`src/rtl/mr_chips_pkg.sv`:
```
// rtl/mr_chips_pkg.sv - shared types and constants for the mr_chips memory arbiter
package mr_chips_pkg;

    typedef enum logic {
        ARB_IDLE = 1'b0,
        ARB_RESP = 1'b1
    } arb_state_t;

    localparam logic PORT_IF = 1'b0;
    localparam logic PORT_D  = 1'b1;

    localparam int MR_AW = 16;
    localparam int MR_DW = 16;

endpackage

```
`src/rtl/mr_mem_arbiter_if.sv`:
```
// rtl/mr_mem_arbiter_if.sv - fetch, data and memory bus bundle between core, arbiter and memory
interface mr_mem_arbiter_if
    import mr_chips_pkg::*;
#(
    parameter int AW = MR_AW,
    parameter int DW = MR_DW
);
    logic          if_req;
    logic [AW-1:0] if_addr;
    logic          if_gnt;
    logic          if_ack;
    logic [DW-1:0] if_rdata;

    logic          d_req;
    logic          d_we;
    logic [AW-1:0] d_addr;
    logic [DW-1:0] d_wdata;
    logic          d_gnt;
    logic          d_ack;
    logic [DW-1:0] d_rdata;

    logic          mem_en;
    logic          mem_we;
    logic [AW-1:0] mem_addr;
    logic [DW-1:0] mem_wdata;
    logic [DW-1:0] mem_rdata;

    modport slave (
        input  if_req, if_addr,
        output if_gnt, if_ack, if_rdata,
        input  d_req, d_we, d_addr, d_wdata,
        output d_gnt, d_ack, d_rdata,
        output mem_en, mem_we, mem_addr, mem_wdata,
        input  mem_rdata
    );

    modport master (
        output if_req, if_addr,
        input  if_gnt, if_ack, if_rdata,
        output d_req, d_we, d_addr, d_wdata,
        input  d_gnt, d_ack, d_rdata,
        input  mem_en, mem_we, mem_addr, mem_wdata,
        output mem_rdata
    );
endinterface

```
`src/rtl/mr_sat_counter.sv`:
```
// rtl/mr_sat_counter.sv - saturating up-counter with synchronous clear
module mr_sat_counter #(
    parameter int W = 16
) (
    input  logic         clk,
    input  logic         clear,
    input  logic         en,
    output logic [W-1:0] count
);

    always_ff @(posedge clk) begin
        if (clear) begin
            count <= '0;
        end else if (en && (count != {W{1'b1}})) begin
            count <= count + 1'b1;
        end
    end

endmodule

```
`src/rtl/mr_mem_arbiter.sv`:
```
// rtl/mr_mem_arbiter.sv - two-port issue/response arbiter for one synchronous memory
// Build option MR_ARB_RR_EN selects round-robin on conflict; otherwise data port has fixed priority.
module mr_mem_arbiter
    import mr_chips_pkg::*;
#(
    parameter int CNT_W = 16
) (
    input  logic             clk,
    input  logic             reset,
    mr_mem_arbiter_if.slave  bus,
    output logic             busy,
    output logic [CNT_W-1:0] conflict_cnt
);

    arb_state_t state;
    logic       resp_port;
    logic       any_req;
    logic       both_req;
    logic       grant;
    logic       win_port;
    logic       pref_port;
    logic       resp_live;
    logic       conflict_en;
    logic [$bits(bus.if_rdata)-1:0] if_rdata_q;
    logic [$bits(bus.d_rdata)-1:0]  d_rdata_q;

`ifdef MR_ARB_RR_EN
    // Pointer names the port that wins the next conflict; it flips away from every winner.
    logic rr_ptr;

    always_ff @(posedge clk) begin
        if (reset) begin
            rr_ptr <= PORT_D;
        end else if (grant) begin
            rr_ptr <= ~win_port;
        end
    end

    assign pref_port = rr_ptr;
`else
    assign pref_port = PORT_D;
`endif

    always_comb begin
        any_req  = bus.if_req | bus.d_req;
        both_req = bus.if_req & bus.d_req;
        grant    = (state == ARB_IDLE) && any_req && !reset;
        if (both_req) begin
            win_port = pref_port;
        end else begin
            win_port = bus.d_req ? PORT_D : PORT_IF;
        end
    end

    assign conflict_en = (state == ARB_IDLE) && both_req && !reset;
    // Gating with reset abandons a response that is in flight when reset arrives.
    assign resp_live   = (state == ARB_RESP) && !reset;

    assign bus.if_gnt    = grant && (win_port == PORT_IF);
    assign bus.d_gnt     = grant && (win_port == PORT_D);
    assign bus.mem_en    = grant;
    assign bus.mem_we    = bus.d_gnt && bus.d_we;
    assign bus.mem_addr  = !grant ? '0 : ((win_port == PORT_D) ? bus.d_addr : bus.if_addr);
    assign bus.mem_wdata = bus.d_gnt ? bus.d_wdata : '0;

    assign busy       = resp_live;
    assign bus.if_ack = resp_live && (resp_port == PORT_IF);
    assign bus.d_ack  = resp_live && (resp_port == PORT_D);
    assign bus.if_rdata = bus.if_ack ? bus.mem_rdata : if_rdata_q;
    assign bus.d_rdata  = bus.d_ack  ? bus.mem_rdata : d_rdata_q;

    always_ff @(posedge clk) begin
        if (reset) begin
            state      <= ARB_IDLE;
            resp_port  <= PORT_D;
            if_rdata_q <= '0;
            d_rdata_q  <= '0;
        end else begin
            case (state)
                ARB_IDLE: begin
                    if (grant) begin
                        state     <= ARB_RESP;
                        resp_port <= win_port;
                    end
                end
                default: begin
                    state <= ARB_IDLE;
                end
            endcase
            if (bus.if_ack) begin
                if_rdata_q <= bus.mem_rdata;
            end
            if (bus.d_ack) begin
                d_rdata_q <= bus.mem_rdata;
            end
        end
    end

    mr_sat_counter #(
        .W(CNT_W)
    ) u_conflict_cnt (
        .clk  (clk),
        .clear(reset),
        .en   (conflict_en),
        .count(conflict_cnt)
    );

endmodule

```
`src/flat_wrapper.sv`:
```
// flat-port wrapper written by rule: the top's interface ports become plain ports
module mr_mem_arbiter_flat import mr_chips_pkg::*;
#(
    parameter int CNT_W = 16
)
  (clk, reset, busy, conflict_cnt, bus_if_req, bus_if_addr, bus_if_gnt, bus_if_ack, bus_if_rdata, bus_d_req, bus_d_we, bus_d_addr, bus_d_wdata, bus_d_gnt, bus_d_ack, bus_d_rdata, bus_mem_en, bus_mem_we, bus_mem_addr, bus_mem_wdata, bus_mem_rdata);
  mr_mem_arbiter_if bus_i ();
  input  logic clk;
  input  logic reset;
  output logic busy;
  output logic [CNT_W-1:0] conflict_cnt;
  input wire logic [$bits(bus_i.if_req)-1:0] bus_if_req;
  input wire logic [$bits(bus_i.if_addr)-1:0] bus_if_addr;
  output wire logic [$bits(bus_i.if_gnt)-1:0] bus_if_gnt;
  output wire logic [$bits(bus_i.if_ack)-1:0] bus_if_ack;
  output wire logic [$bits(bus_i.if_rdata)-1:0] bus_if_rdata;
  input wire logic [$bits(bus_i.d_req)-1:0] bus_d_req;
  input wire logic [$bits(bus_i.d_we)-1:0] bus_d_we;
  input wire logic [$bits(bus_i.d_addr)-1:0] bus_d_addr;
  input wire logic [$bits(bus_i.d_wdata)-1:0] bus_d_wdata;
  output wire logic [$bits(bus_i.d_gnt)-1:0] bus_d_gnt;
  output wire logic [$bits(bus_i.d_ack)-1:0] bus_d_ack;
  output wire logic [$bits(bus_i.d_rdata)-1:0] bus_d_rdata;
  output wire logic [$bits(bus_i.mem_en)-1:0] bus_mem_en;
  output wire logic [$bits(bus_i.mem_we)-1:0] bus_mem_we;
  output wire logic [$bits(bus_i.mem_addr)-1:0] bus_mem_addr;
  output wire logic [$bits(bus_i.mem_wdata)-1:0] bus_mem_wdata;
  input wire logic [$bits(bus_i.mem_rdata)-1:0] bus_mem_rdata;
  assign bus_i.if_req = bus_if_req;
  assign bus_i.if_addr = bus_if_addr;
  assign bus_if_gnt = bus_i.if_gnt;
  assign bus_if_ack = bus_i.if_ack;
  assign bus_if_rdata = bus_i.if_rdata;
  assign bus_i.d_req = bus_d_req;
  assign bus_i.d_we = bus_d_we;
  assign bus_i.d_addr = bus_d_addr;
  assign bus_i.d_wdata = bus_d_wdata;
  assign bus_d_gnt = bus_i.d_gnt;
  assign bus_d_ack = bus_i.d_ack;
  assign bus_d_rdata = bus_i.d_rdata;
  assign bus_mem_en = bus_i.mem_en;
  assign bus_mem_we = bus_i.mem_we;
  assign bus_mem_addr = bus_i.mem_addr;
  assign bus_mem_wdata = bus_i.mem_wdata;
  assign bus_i.mem_rdata = bus_mem_rdata;
  mr_mem_arbiter #(.CNT_W(CNT_W)) u_core (.clk(clk), .reset(reset), .bus(bus_i), .busy(busy), .conflict_cnt(conflict_cnt));
endmodule
```
`config.mk`:
```
export PLATFORM = sky130hd
export DESIGN_NAME = mr_mem_arbiter_flat
export DESIGN_NICKNAME = d
export VERILOG_FILES = /design/src/rtl/mr_chips_pkg.sv /design/src/rtl/mr_mem_arbiter_if.sv /design/src/rtl/mr_sat_counter.sv /design/src/rtl/mr_mem_arbiter.sv /design/src/flat_wrapper.sv
export SDC_FILE = /design/constraint.sdc
export NUM_CORES = 1
export LEC_CHECK = 0
export BUFFER_PORTS_ARGS = -buffer_cell sky130_fd_sc_hd__buf_2
export CORE_MARGIN = 1
export CORE_UTILIZATION = 43
export DETAILED_ROUTE_END_ITERATION = 8
export GPL_TIMING_DRIVEN = 0
export PLACE_DENSITY_LB_ADDON = 0.2
export SYNTH_ARGS = -nofsm -noshare
export SYNTH_HDL_FRONTEND = slang
export SYNTH_SLANG_ARGS = --single-unit
```
`constraint.sdc`:
```
create_clock -name clk -period 2 [get_ports clk]
set_clock_uncertainty 0.15 [all_clocks]
set_input_delay 0.1 -clock clk [delete_from_list [all_inputs] [get_ports clk]]
set_output_delay 0.1 -clock clk [all_outputs]
set_load 0.1 [all_outputs]
```
==> metrics.txt <==
syn nets=319; DR vias=2636; CP dominant cell by count=buf_12; vias in the first global route=2404; Die Width=78.0 µm; Final setup viols=7; number of DRC markers in iteration 0=109; post-DP HPWL=5.13 mm; crit-path max cell delay=0.36 ns; sequential share of the synthesized area=0.403; Worst Tran Pin Value=0.581 ns; Post-synth EDFFs=0; ys async rst share=0; run status=finished with violations; Synth Flop Type=dfxtp_1; ANT cells=0; Final nets=496; placed cells=476; CTS root buffer=clkbuf_8; CP cell instances=and2b_4 -> nor2b_4 -> buf_6 -> buf_12 -> buf_12 -> mux2_4 -> buf_12; DRT antenna net count=0; Final Cycle Share=1.04; non-filler instance count after layout=499; CTS Hold Buffers Added=0; Rows=27; die area=6090 µm²; relative slew slack=0.613; initial antenna violation count=0; failing checks=hold timing, setup timing; DRT Wirelength=8.22 mm; GR Overflow Total=0; starting density of the core=0.449; DRC=0; fraction of layout instances using a drive strength above 1=0.646; Crit path arrival time=1.83 ns; Slew Viols, Final=0; GPL Wtd Cong=0.722; GR Util All Layers=0.239; WL/cell=16.5 µm; critical path required time=1.75 ns; Setup WS post-layout=-0.0802 ns; CP Launch Type=flop; worst vdd ir=0.353 mV; CP Capture Type=output port; # clock sinks=50; DR vias/cell=5.28; Crit Path Category=reg2out; hold crit path type=in2reg; setup TNS=-0.533 ns; pre-CTS setup slack=-0.269 ns; setup repair after global routing missed its margin=yes; synth-to-layout area growth=75.4%; Cell variety after synth=43; FF+latch count, synth=50; Leakage=2.05 nW; Final Hold Fails=1; largest net degree at the start of global routing=15; max_cap viols=0; power density cells=597 nW/µm²; Clk Latency, worst-skew pair=0.30 ns; synthesized instance count=249; TritonCTS clock tree=done; fmax=481 MHz; clk buf depth=2; WHS=-0.0119 ns; IO Pins=156; # fillers=378; # H-tree levels=2; total power=0.00260 W; Post-Synthesis Cell Area=2480 µm²; Vert. Die Dim=78.0 µm; synth warn=0; Tmin final=2.08 ns; Buf/Inv on CP=4; crit path max-delay cell type=dfxtp_4; first-pass GRT wire length=11.7 mm; final core occ=0.787; Syn Area/Cell=9.98 µm²; Top delay family on crit path=buffers and inverters; core area=5540 µm²; Pre-antenna DRT Iters=4; CP startpoint=u_core.state; cts bufs inserted=5; HP Start=bus_if_req; # port buffers=155; Crit Path Max Fanout=5; clock slew seen by the registers of the worst setup and hold paths=0.08 ns; RR Startpoint=u_core.state
==> routing by layer <==
layer  vias up  routed length (µm)  global-route usage
met5         -                   0                   0
li1       1261                   -                   -
met2        89                4270               0.426
met4         0                  87              0.0389
met1      1275                3440               0.310
met3        11                 423              0.0360
==> repair_timing <==
action                                  in CTS  in global routing
endpoints found under the setup margin      61                 65
gates resized for setup                    112                 56
pin swaps                                    1                  2
setup buffers                                9                  5
cloned                                       1                  1
==> final timing paths <==
check / endpoint / slack (ns) / depth (start not counted)
max: bus_if_rdata[6] / -0.08 / 7
min: u_core.state / -0.01 / 3
max reg2reg: u_core.u_conflict_cnt.count[14] / 0.11 / 5
min reg2reg: u_core.u_conflict_cnt.count[15] / 0.31 / 1
==> cell usage after synthesis, drive strengths merged (5+ instances only) <==
master  count  area share
a21oi      11       0.022
buf         5       0.016
dfxtp      50        0.40
nand4       6       0.020
nand2       9       0.016
mux2       32        0.15
o31ai       7       0.021
clkbuf      9       0.014
o21ai       6       0.012
or4         6       0.018
and2       49        0.12
a22o       16       0.056
==> report_power, final <==
part | switching, W | internal, W | leakage (nW)
clock | 0.000317 | 0.000324 | 0.0506
sequential | 0.0000109 | 0.00101 | 0.414
combinational | 0.000658 | 0.000281 | 1.59
total | 0.000986 | 0.00162 | 2.05
==> flip-flops by register name, indices dropped and copies added (netlist names) <==
| register | cells |
|---|---|
| u_core.d_rdata_q | 16 |
| u_core.if_rdata_q | 16 |
| u_core.resp_port | 1 |
| u_core.state | 1 |
| u_core.u_conflict_cnt.count | 16 |
==> logic make-up (layout without fill, tap and decap cells) <==
group	after synthesis	in the layout	synth area share
AND/OR/NAND/NOR	101	101	0.271
buffers and inverters	18	196	0.0357
XOR/XNOR	1	1	0.00353
flip-flops	50	50	0.403
adder cells (fa/ha/maj)	1	1	0.00503
multiplexers	34	34	0.153
AO/OA/AOI/OAI	44	44	0.128
==> layout make-up <==
class / instances / area [µm²] / area share
sequential: 50 / 1030 / 0.236
inverter: 4 / 15.0 / 0.00344
buffer: 14 / 115 / 0.0264
timing repair buffer: 170 / 1440 / 0.331
clock buffer: 8 / 101 / 0.0232
multi-input combinational: 181 / 1570 / 0.359
tap: 72 / 90.1 / 0.0207
==> worst min-delay path, delay by kind of cell <==
| kind | cells | cell delay, ns |
|---|---|---|
| AND/OR/NAND/NOR | 2 | 0.17 |
| buffers and inverters | 1 | 0.11 |
==> through the flow <==
stage | hold slack [ns] | instance area (µm²)
6_report | -0.0119 | 4360
5_1_grt | 0.0123 | 4360
4_1_cts | 0.000131 | 4110
3_5_place_dp | 0.280 | 3540
3_3_place_gp | 0.268 | 3540
2_1_floorplan | 0.100 | 2670
==> cells in the final DEF (no fill, tap or decap), types with 2 or more instances in the layout <==
cell and count:
buf_4 17, o31ai_1 7, nor3_1 2, a21oi_1 11
nor4_1 2, nand4_1 4, and4_1 2, buf_8 3
or3_1 3, dfxtp_4 3, dfxtp_2 14, or4_1 6
a22o_1 4, clkbuf_1 8, dfxtp_1 33, mux2_4 25
clkbuf_16 2, and2_1 33, nor2_1 3, and3_1 3
o21ai_1 3, buf_12 21, mux2_2 7, and2_2 16
mux2i_1 2, clkbuf_4 2, buf_2 97, buf_6 37
clkbuf_8 5, nand4_2 2, nor4_4 2, nand3_1 3
nand2_1 7, o21ai_0 3, or2_2 2, inv_1 4
a22o_2 11
Power figures use the tool's default switching activity.
